===== config.mk =====
export PLATFORM = sky130hd
export DESIGN_NAME = uart_rx_fifo
export DESIGN_NICKNAME = d
export VERILOG_FILES = /design/src/rtl/uart_rx_fifo.sv
export SDC_FILE = /design/constraint.sdc
export NUM_CORES = 1
export LEC_CHECK = 0
export CORE_MARGIN = 1.5
export CORE_UTILIZATION = 33
export CTS_CLUSTER_DIAMETER = 50
export DETAILED_ROUTE_END_ITERATION = 7
export SLEW_MARGIN = 10
export SYNTH_ARGS = -nofsm -noshare
export SYNTH_HDL_FRONTEND = slang
export SYNTH_SLANG_ARGS = --single-unit

===== constraint.sdc =====
create_clock -name clk -period 3.55 [get_ports clk]
set_input_delay 0.8875 -clock clk [delete_from_list [all_inputs] [get_ports clk]]
set_output_delay 0.8875 -clock clk [all_outputs]
set_load 0.05 [all_outputs]

===== src/rtl/uart_rx_fifo.sv =====
// Receive FIFO for a 16550A-style UART: stores bytes with parity/framing/break
// flags, first-word fall-through reads, and LSR/IIR status generation.
module uart_rx_fifo #(
  parameter int DEPTH = 16,
  parameter int WIDTH = 8
) (
  input  logic                       clk,
  input  logic                       rst,
  input  logic                       fifo_en,
  input  logic                       clr,
  input  logic [1:0]                 trig_lvl,
  input  logic                       push,
  input  logic [WIDTH-1:0]           din,
  input  logic                       pe_in,
  input  logic                       fe_in,
  input  logic                       bi_in,
  input  logic                       pop,
  input  logic                       ovr_clr,
  output logic [WIDTH-1:0]           dout,
  output logic                       pe_out,
  output logic                       fe_out,
  output logic                       bi_out,
  output logic                       empty,
  output logic                       full,
  output logic [$clog2(DEPTH):0]     count,
  output logic                       dr,
  output logic                       trigger,
  output logic                       overrun,
  output logic                       fifo_err
);

  localparam int PW = $clog2(DEPTH);
  localparam int CW = PW + 1;
  localparam int EW = WIDTH + 3;

  // Entry layout: {bi, fe, pe, data}
  logic [EW-1:0] mem_q [DEPTH];

  logic [PW-1:0] wr_ptr_q, wr_ptr_d;
  logic [PW-1:0] rd_ptr_q, rd_ptr_d;
  logic [CW-1:0] count_q, count_d;
  logic [CW-1:0] err_cnt_q, err_cnt_d;
  logic          overrun_q, overrun_d;
  logic          fifo_en_q;

  logic [EW-1:0] head;
  logic [CW-1:0] cap;
  logic [CW-1:0] thresh;
  logic          is_empty, is_full;
  logic          flush, do_push, do_pop, ovr_set;
  logic          in_err, head_err;

  function automatic logic [CW-1:0] trig_thresh(input logic en, input logic [1:0] lvl);
    logic [CW-1:0] t;
    if (!en) begin
      t = CW'(1);
    end else begin
      case (lvl)
        2'b00:   t = CW'(1);
        2'b01:   t = CW'(4);
        2'b10:   t = CW'(8);
        default: t = CW'(14);
      endcase
    end
    return t;
  endfunction

  always_comb begin
    head     = mem_q[rd_ptr_q];
    cap      = fifo_en_q ? CW'(DEPTH) : CW'(1);
    thresh   = trig_thresh(fifo_en_q, trig_lvl);
    is_empty = (count_q == '0);
    is_full  = (count_q == cap);
    // A mode change empties the FIFO just like an explicit receiver reset.
    flush    = clr | (fifo_en ^ fifo_en_q);
    do_pop   = pop & ~is_empty & ~flush;
    do_push  = push & (~is_full | do_pop) & ~flush;
    ovr_set  = push & is_full & ~do_pop & ~flush;
    in_err   = pe_in | fe_in | bi_in;
    head_err = |head[EW-1:WIDTH];
  end

  always_comb begin
    wr_ptr_d  = wr_ptr_q;
    rd_ptr_d  = rd_ptr_q;
    count_d   = count_q;
    err_cnt_d = err_cnt_q;
    if (flush) begin
      wr_ptr_d  = '0;
      rd_ptr_d  = '0;
      count_d   = '0;
      err_cnt_d = '0;
    end else begin
      if (do_push) wr_ptr_d = wr_ptr_q + PW'(1);
      if (do_pop)  rd_ptr_d = rd_ptr_q + PW'(1);
      case ({do_push, do_pop})
        2'b10:   count_d = count_q + CW'(1);
        2'b01:   count_d = count_q - CW'(1);
        default: count_d = count_q;
      endcase
      case ({do_push & in_err, do_pop & head_err})
        2'b10:   err_cnt_d = err_cnt_q + CW'(1);
        2'b01:   err_cnt_d = err_cnt_q - CW'(1);
        default: err_cnt_d = err_cnt_q;
      endcase
    end
    // A new overrun wins over a simultaneous LSR read.
    if (ovr_set) begin
      overrun_d = 1'b1;
    end else if (ovr_clr) begin
      overrun_d = 1'b0;
    end else begin
      overrun_d = overrun_q;
    end
  end

  always_ff @(posedge clk) begin
    if (rst) begin
      wr_ptr_q  <= '0;
      rd_ptr_q  <= '0;
      count_q   <= '0;
      err_cnt_q <= '0;
      overrun_q <= 1'b0;
      fifo_en_q <= 1'b0;
    end else begin
      wr_ptr_q  <= wr_ptr_d;
      rd_ptr_q  <= rd_ptr_d;
      count_q   <= count_d;
      err_cnt_q <= err_cnt_d;
      overrun_q <= overrun_d;
      fifo_en_q <= fifo_en;
    end
  end

  // Storage carries no reset; occupancy is tracked entirely by the pointers.
  always_ff @(posedge clk) begin
    if (do_push) begin
      mem_q[wr_ptr_q] <= {bi_in, fe_in, pe_in, din};
    end
  end

  always_comb begin
    dout     = is_empty ? '0 : head[WIDTH-1:0];
    pe_out   = ~is_empty & head[WIDTH];
    fe_out   = ~is_empty & head[WIDTH+1];
    bi_out   = ~is_empty & head[WIDTH+2];
    empty    = is_empty;
    full     = is_full;
    count    = count_q;
    dr       = ~is_empty;
    trigger  = ~is_empty & (count_q >= thresh);
    overrun  = overrun_q;
    fifo_err = (err_cnt_q != '0);
  end

endmodule

==> results.toml, run 1 <==
[yosys]
syn-instance-count = 433
synth_edf_count = 176
ys_ff_latch = 200
syn_area_per_cell_um2 = 18.85
syn_nets = 472
synth_commonest_cells = "176 x edfxtp_1, 53 x mux4_2, 24 x dfxtp_1, 24 x nor2_1, 17 x ha_1"
async_reset_ff_share_pct = 0
yosysWarnings = 0
ys_seq_area_share_pct = 70.65
synth_top_cell_area_share_pct = 64.77
synth_top_area_cell = "edfxtp_1"
synth_area_um2 = 8160
yosysMostFrequentCell = "edfxtp_1"
ys_types = 40
yosys-top-cells-area = "edfxtp_1 65%, mux4_2 15%, dfxtp_1 5.9%, ha_1 2.6%, and3_1 1.1%"
ys.flop_type = "edfxtp_1"

[cells_and_area]
drive_above_1_share_pct = 27.72
nNetsFinal = 549
diodes = 0
syn_to_final_growth_pct = 19.81
final_cells = 847

[place]
gp_congestion = 0.7829
dp_cells = 815
portBuffers = 41
hpwl_mm = 10.61

[timing]
slew_viol_final = 0
rsz0062_at_grt = "no"
period_share_pct = 95.94
min_period_ps = 3406
finClkSkew_ps = 9.176
slew_headroom_pct = 55.60
fmax_mhz = 293.6
setup_viol = 0
whs_ps = 470.1
worstMarginPinSlew_ps = 666.1
hold_viol_final = 0

[power]
p_per_area_nw_per_um2 = 470.1
leakagePower_nw = 3.260
vdd_drop_max_mv = 0.3426

[drt]
routed-via-count = 4183
drc = 0
drt_wl_total_mm = 16.79
first_pass_iters = 4
drtIter0Drc = 242
wire_per_inst_um = 19.82
antenna_left = 0
via_per_inst = 4.939

[grt]
antenna_found_initial = 0
grt_pass1_vias = 4392
grt_usage_pct = 13.63
grt_max_degree = 29
grt_pass1_wl_mm = 25.73
grt.overflow.total = 0

[clocking]
cts_resized = 2
holdBufCountCts = 0
post_cts_buffers = 0
clkTransAtPathRegs_ps = 70
cts_buffers = 17
htree_levels = 4
cts_sinks = 200
clockBufferDepth = 2
cts_root_buffer = "clkbuf_16"
clock_latency_ps = 430
tritoncts = "yes"

[min_path]
hold-path-cell-count = 2
hold_path_class = "reg -> reg"

[run_status]
status = "completed"

[setup_path]
crit_path_end_kind = "flop"
critPathLaunchType = "flop"
crit_type = "reg -> reg"
r2r_setup_slack_ps = 140
cp_max_fo = 5
worstPathRequired_ps = 3910
cp.arrival_ps = 3760
worstRegToRegCells = 11

[floorplan]
fp.dieW_um = 160.3
core_area_um2 = 24320
die_h_um = 160.3
ios = 42
die_area_um2 = 25680
fp-row-count = 57
start_util_pct = 33.55

[flow_run]
max_cap_violations = 0
metal layers:
metal  vias to the layer above  share of wire [%]  GRT usage [%]
li1                       1888                  -              -
met4                         0               0.94          3.144
met2                        96                 51          23.28
met1                      2186                 43          17.39
met5                         -                  0              0
met3                        13                5.6          3.558
area by class of cell:
cell class	instances	area [µm²]
flip-flops and latches	200	5771
well taps	324	405.4
clock buffers	18	429.2
clock inverters	14	158.9
multi-input cells	207	2288
fillers	2168	14540
repair buffers	76	694.4
inverters	8	30.03
placed cells by master (no fill, tap or decap), drive strengths merged, types with 7 or more instances in the layout:
master           n
nor2            25
dfxtp           24
clkbuf          18
nand2            8
and2            10
ha              17
inv             15
xor2             7
a21oi           13
buf             48
clkdlybuf4s50   28
and3            15
edfxtp         176
mux4            53
critical path, cell delays in order (launching register included):
cell and delay [ps]:
dfxtp_2 380, buf_12 130, mux4_2 500, mux4_2 500, o31a_1 340, ha_2 230, fa_2 360, a21o_1 180
a21oi_1 170, xor2_1 90, or3_1 310, a21oi_1 140
metrics by stage:
| step | instance area [µm²] | setup slack (ps) | power [mW] | utilization (%) | TNS [ps] |
|---|---|---|---|---|---|
| floorplan | 8160 | 173.9 | 2.661 | - | 0 |
| global placement | 9151 | -60.19 | 2.725 | 37.63 | -60.19 |
| detailed placement | 9151 | -105.7 | 2.732 | 37.63 | -177.4 |
| CTS | 9747 | 4.013 | 4.635 | 40.08 | 0 |
| global route | 9777 | 22.53 | 4.733 | 40.20 | 0 |
| finish | 9777 | 144.1 | 4.596 | 40.20 | 0 |
worst paths after layout:
check	to	start
min reg2reg	overrun	overrun
min	overrun	overrun
max reg2reg	err_cnt_q[4]	flop
max	err_cnt_q[4]	flop
cell families after synthesis:
family / Yosys count / share of synthesized area [%]
xor gates and xnor gates: 13 / 1.395
and+or+nand+nor: 84 / 5.367
adders and majority gates: 19 / 3.097
muxes: 59 / 15.36
DFF: 200 / 70.65
buffers and inverters: 26 / 1.610
AOI/OAI and AO/OA: 32 / 2.514
report_power, final:
group	switching, mW	leakage, nW	total (mW)	internal (mW)
clock network	0.915	0.290	1.92	1.00
logic	0.0689	1.19	0.116	0.0472
registers	0.00326	1.78	2.56	2.56
state kept, by name, indices dropped and copies added (netlist names), named ones only:
name       cells
rd_ptr_q       4
err_cnt_q      5
mem_q        176
wr_ptr_q       4
count          5
overrun        1
fifo_en_q      1
Note: power is estimated with default switching activity, not from simulation.
==> run 2: changes to the inputs <==
--- a/config.mk
+++ b/config.mk
@@ -5,7 +5,7 @@
 export SDC_FILE = /design/constraint.sdc
 export NUM_CORES = 1
 export LEC_CHECK = 0
-export CORE_MARGIN = 1.5
+export CORE_MARGIN = 2
 export CORE_UTILIZATION = 33
 export CTS_CLUSTER_DIAMETER = 50
 export DETAILED_ROUTE_END_ITERATION = 7
==> results.toml, run 2 (synthesis gave the netlist of run 1 again) <==
[power]
leakagePower_nw = 3.331
p_per_area_nw_per_um2 = 482.4
vdd_drop_max_mv = 0.3320

[setup_path]
slowest_stage = "mux4_2"
worstRegToRegCells = 10
reg2reg_to = "err_cnt_q[4]"
crit_path_end = "dout[7]"
cp_max_fo = 16
critPathMaxStageDelay_ps = 540
r2r_setup_slack_ps = 170
crit_chain = "buf_6 -> mux4_2 -> mux4_2 -> and2_1 -> buf_4"
worstPathRequired_ps = 2660
cp.arrival_ps = 2560
cpMostUsedCell = "mux4_2"
crit_path_end_kind = "output pin"
critPathLaunchType = "flop"
crit_type = "reg -> out"

[timing]
slew_viol_final = 0
rsz0062_at_grt = "no"
slew_headroom_pct = 55.61
worstMarginPinSlew_ps = 665.9
period_share_pct = 97.07
finalSetupTns_ps = 0
setup_viol = 0
finClkSkew_ps = 9.972
hold_viol_final = 0
min_period_ps = 3446
fmax_mhz = 290.2

[drt]
drt_wl_total_mm = 17.57
drc = 0
via_per_inst = 4.886
drtIter0Drc = 349
routed-via-count = 4168
first_pass_iters = 4
antenna_left = 0
wire_per_inst_um = 20.60

[floorplan]
start_util_pct = 33.55
die_h_um = 161.3
fp.dieW_um = 161.3
fp-row-count = 57
die_area_um2 = 26000
ios = 42
core_area_um2 = 24320

[cells_and_area]
diodes = 0
top_register = "mem_q"
most-common-layout-cells = "176 x edfxtp_1, 53 x mux4_2, 47 x buf_4, 28 x clkdlybuf4s50_1, 24 x nor2_1"
nNetsFinal = 555
n_fill_cell = 2174
final_cells = 853
largest_reg_flops = 176
syn_to_final_growth_pct = 21.34
drive_above_1_share_pct = 27.98
layout_commonest_cell = "edfxtp_1"

[run_status]
status = "completed"

[min_path]
hold_path_class = "reg -> reg"

[grt]
grt_usage_pct = 14.13
grt_max_degree = 20
antenna_found_initial = 1
grt_pass1_wl_mm = 26.77
grt_pass1_vias = 4428
grt.overflow.total = 0

[place]
dp_cells = 820
gp_congestion = 0.7841
portBuffers = 41
hpwl_mm = 11.13

[flow_run]
max_cap_violations = 0

[clocking]
post_cts_buffers = 0
tritoncts = "yes"
clockBufferDepth = 2
holdBufCountCts = 0
cts_sinks = 200
cts_buffers = 17
clock_latency_ps = 440
cts_root_buffer = "clkbuf_16"
clkTransAtPathRegs_ps = 70
htree_levels = 4
run 2: report_power, final:
| group | total (mW) | internal, mW | switching [mW] |
|---|---|---|---|
| combinational | 0.116 | 0.0472 | 0.0691 |
| sequential | 2.56 | 2.56 | 0.00337 |
| clock | 2.10 | 1.21 | 0.894 |
| total | 4.78 | 3.81 | 0.967 |
run 2: repair_timing:
action                                  in CTS  in global routing
cloned                                       0                  1
gates resized for setup                      8                  3
pin swaps                                    0                  0
endpoints found under the hold margin        0                  0
endpoints found under the setup margin       8                  4
run 2: per-layer routing:
layer	track usage, %	vias up	share of wire (%)
li1	-	1896	-
met1	18.66	2134	42
met2	23.08	127	50
met3	3.364	11	6.7
met4	4.789	0	0.76
met5	0	-	0
run 2: critical path: cells and delay by family (launching register included):
kind          cells  cell delay [ps]
mux               2             1060
buf+inv           2              450
flops             1              430
simple gates      1              180
run 2: cell type report:
type,instances,area [µm²],area share [%]
sequential,200,5773,58.30
multi-input combinational,207,2282,23.05
timing repair buffer,82,768.2,7.758
clock buffer,18,429.2,4.334
tap,324,405.4,4.094
clock inverter,14,214.0,2.161
inverter,8,30.03,0.3033
run 2: worst min path at each step:
stage	depth (start not counted)	slack [ps]	endpoint	startpoint
2_1_floorplan	2	460	err_cnt_q[4]	err_cnt_q[4]
3_3_place_gp	2	470	err_cnt_q[4]	err_cnt_q[4]
3_5_place_dp	2	490	overrun	overrun
4_1_cts	2	500	overrun	overrun
5_1_grt	2	530	overrun	overrun
6_report	2	500	overrun	overrun
run 2: stage by stage:
step	setup WS, ps	cell area, µm²	hold WS (ps)	utilization (%)	power [mW]
2_1_floorplan	173.9	8160	458.5	-	2.661
3_3_place_gp	12.26	9189	470.6	37.78	2.726
3_5_place_dp	-85.37	9189	486.7	37.78	2.732
4_1_cts	16.99	9864	502.9	40.56	4.821
5_1_grt	3.146	9902	528.9	40.72	4.924
6_report	103.8	9902	500.4	40.72	4.777
==> run 3: changes to the inputs <==
--- a/config.mk
+++ b/config.mk
@@ -6,9 +6,10 @@
 export NUM_CORES = 1
 export LEC_CHECK = 0
 export CORE_MARGIN = 2
-export CORE_UTILIZATION = 33
+export CORE_UTILIZATION = 54
 export CTS_CLUSTER_DIAMETER = 50
 export DETAILED_ROUTE_END_ITERATION = 7
+export PLACE_DENSITY = 0.76
 export SLEW_MARGIN = 10
 export SYNTH_ARGS = -nofsm -noshare
 export SYNTH_HDL_FRONTEND = slang
==> results.toml, run 3 (synthesis gave the netlist of run 1 again) <==
[clocking]
cts_root_buffer = "clkbuf_16"
holdBufCountCts = 0
clock_latency_ps = 430
htree_levels = 4
cts_sinks = 200
clockBufferDepth = 2
clkTransAtPathRegs_ps = 70
cts_buffers = 17
tritoncts = "yes"

[cells_and_area]
top_register = "mem_q"
postLayoutCellArea_um2 = 9731
nNetsFinal = 557
drive_above_1_share_pct = 27.68
most-common-layout-cells = "176 x edfxtp_1, 53 x mux4_2, 50 x buf_4, 28 x clkdlybuf4s50_1, 24 x nor2_1"
n_fill_cell = 982
largest_reg_flops = 176
syn_to_final_growth_pct = 19.24
final_core_util_pct = 66.45
layout_commonest_cell = "edfxtp_1"
diodes = 0

[setup_path]
crit_type = "reg -> reg"
crit_path_end_kind = "flop"
critPathLaunchType = "flop"
crit_chain = "buf_12 -> mux4_2 -> mux4_2 -> o31a_1 -> ha_2 -> fa_1 -> a21o_1 -> a21oi_1 -> xor2_1 -> or3_1 -> a21oi_1"
critical_path.top_delay_family = "multiplexers"
slowest_stage = "mux4_2"
worstPathRequired_ps = 3910
cp_num_buf_inv = 1
cp.arrival_ps = 3770
cp_max_fo = 6
critPathMaxStageDelay_ps = 510

[timing]
setup_slack_ps = 136.2
hold_viol_final = 0
worstMarginPinSlew_ps = 687.8
setup_viol = 0
finClkSkew_ps = 8.871
period_share_pct = 96.16
slew_headroom_pct = 54.15
finalSetupTns_ps = 0
slew_viol_final = 0
min_period_ps = 3414
fmax_mhz = 292.9
rsz0062_at_grt = "no"

[power]
p_per_area_nw_per_um2 = 493.8
vdd_drop_max_mv = 0.3790
leakagePower_nw = 3.345

[drt]
via_per_inst = 5.945
drtIter0Drc = 316
drt_wl_total_mm = 16.02
drc = 0
routed-via-count = 4251
first_pass_iters = 5
wire_per_inst_um = 22.40
antenna_left = 0

[place]
placed_area_um2 = 9049
hpwl_mm = 10.33
portBuffers = 41
pre_cts_slack_ps = -98.90
gp_congestion = 0.7785

[grt]
antenna_found_initial = 0
grt.overflow.total = 0
grt_pass1_vias = 4340
grt_pass1_wl_mm = 24.74
grt_usage_pct = 21.29
grt_max_degree = 21

[floorplan]
die_h_um = 126.9
ios = 42
die_area_um2 = 16110
core_area_um2 = 14640
fp-row-count = 44
fp.dieW_um = 126.9
start_util_pct = 55.72

[flow_run]
max_cap_violations = 0

[run_status]
status = "completed"

[min_path]
hold_path_class = "reg -> reg"
==> run 3: cell types whose count changed in the layout (fill, tap and decap cells not counted), sizes merged <==
cell | before | now
inv | 14 | 8
clkbuf | 19 | 25
buf | 53 | 56
clkinv | 4 | 2
bufinv | 4 | 5
==> run 3: where the power goes <==
group	total, mW	internal (mW)	switching, mW	leakage, nW
combinational	0.114	0.0469	0.0676	1.24
clock	2.13	1.35	0.781	0.328
sequential	2.56	2.56	0.00334	1.78
==> run 3: layer usage <==
layer	GRT usage (%)	up-vias	wire, µm
met5	0	-	0
met4	6.723	0	302
met3	5.989	24	995
met2	35.77	131	8310
met1	27.27	2187	6407
li1	-	1909	-
==> run 3: per-stage QoR <==
stage               hold slack [ps]  power (mW)  cells
finish                        480.7       4.805    715
global route                  520.6       4.933    715
CTS                           484.4       4.836    715
detailed placement            478.6       2.730    683
global placement              461.8       2.723    683
floorplan                     458.5       2.661    433
==> run 3: final cells by class <==
cell class                 instances  area (µm²)  share of cell area (%)
inverter                           8       30.03                  0.3086
clock inverter                     7       163.9                   1.684
tap                              184       230.2                   2.366
multi-input combinational        207        2272                   23.35
clock buffer                      25       505.5                   5.195
sequential                       200        5771                   59.30
timing repair buffer              84       758.2                   7.792
==> run 3: path summary, 6_finish.rpt <==
path | start | to | slack [ps] | cells past startpoint
worst max-delay path | flop | err_cnt_q[4] | 140 | 11
worst min-delay path | overrun | overrun | 480 | 2
worst max register to register | flop | err_cnt_q[4] | 140 | 11
worst min register to register | overrun | overrun | 480 | 2
==> run 3: worst min-delay path: stages (launching register included) <==
cell	delay, ps
dfxtp_1	300
nand2b_1	70
a21oi_1	60
==> run 3: repair_timing <==
| action | 4_1_cts | 5_1_grt |
|---|---|---|
| endpoints found under the setup margin | 0 | 6 |
| resized for setup | 0 | 6 |
| setup buffers | 0 | 0 |
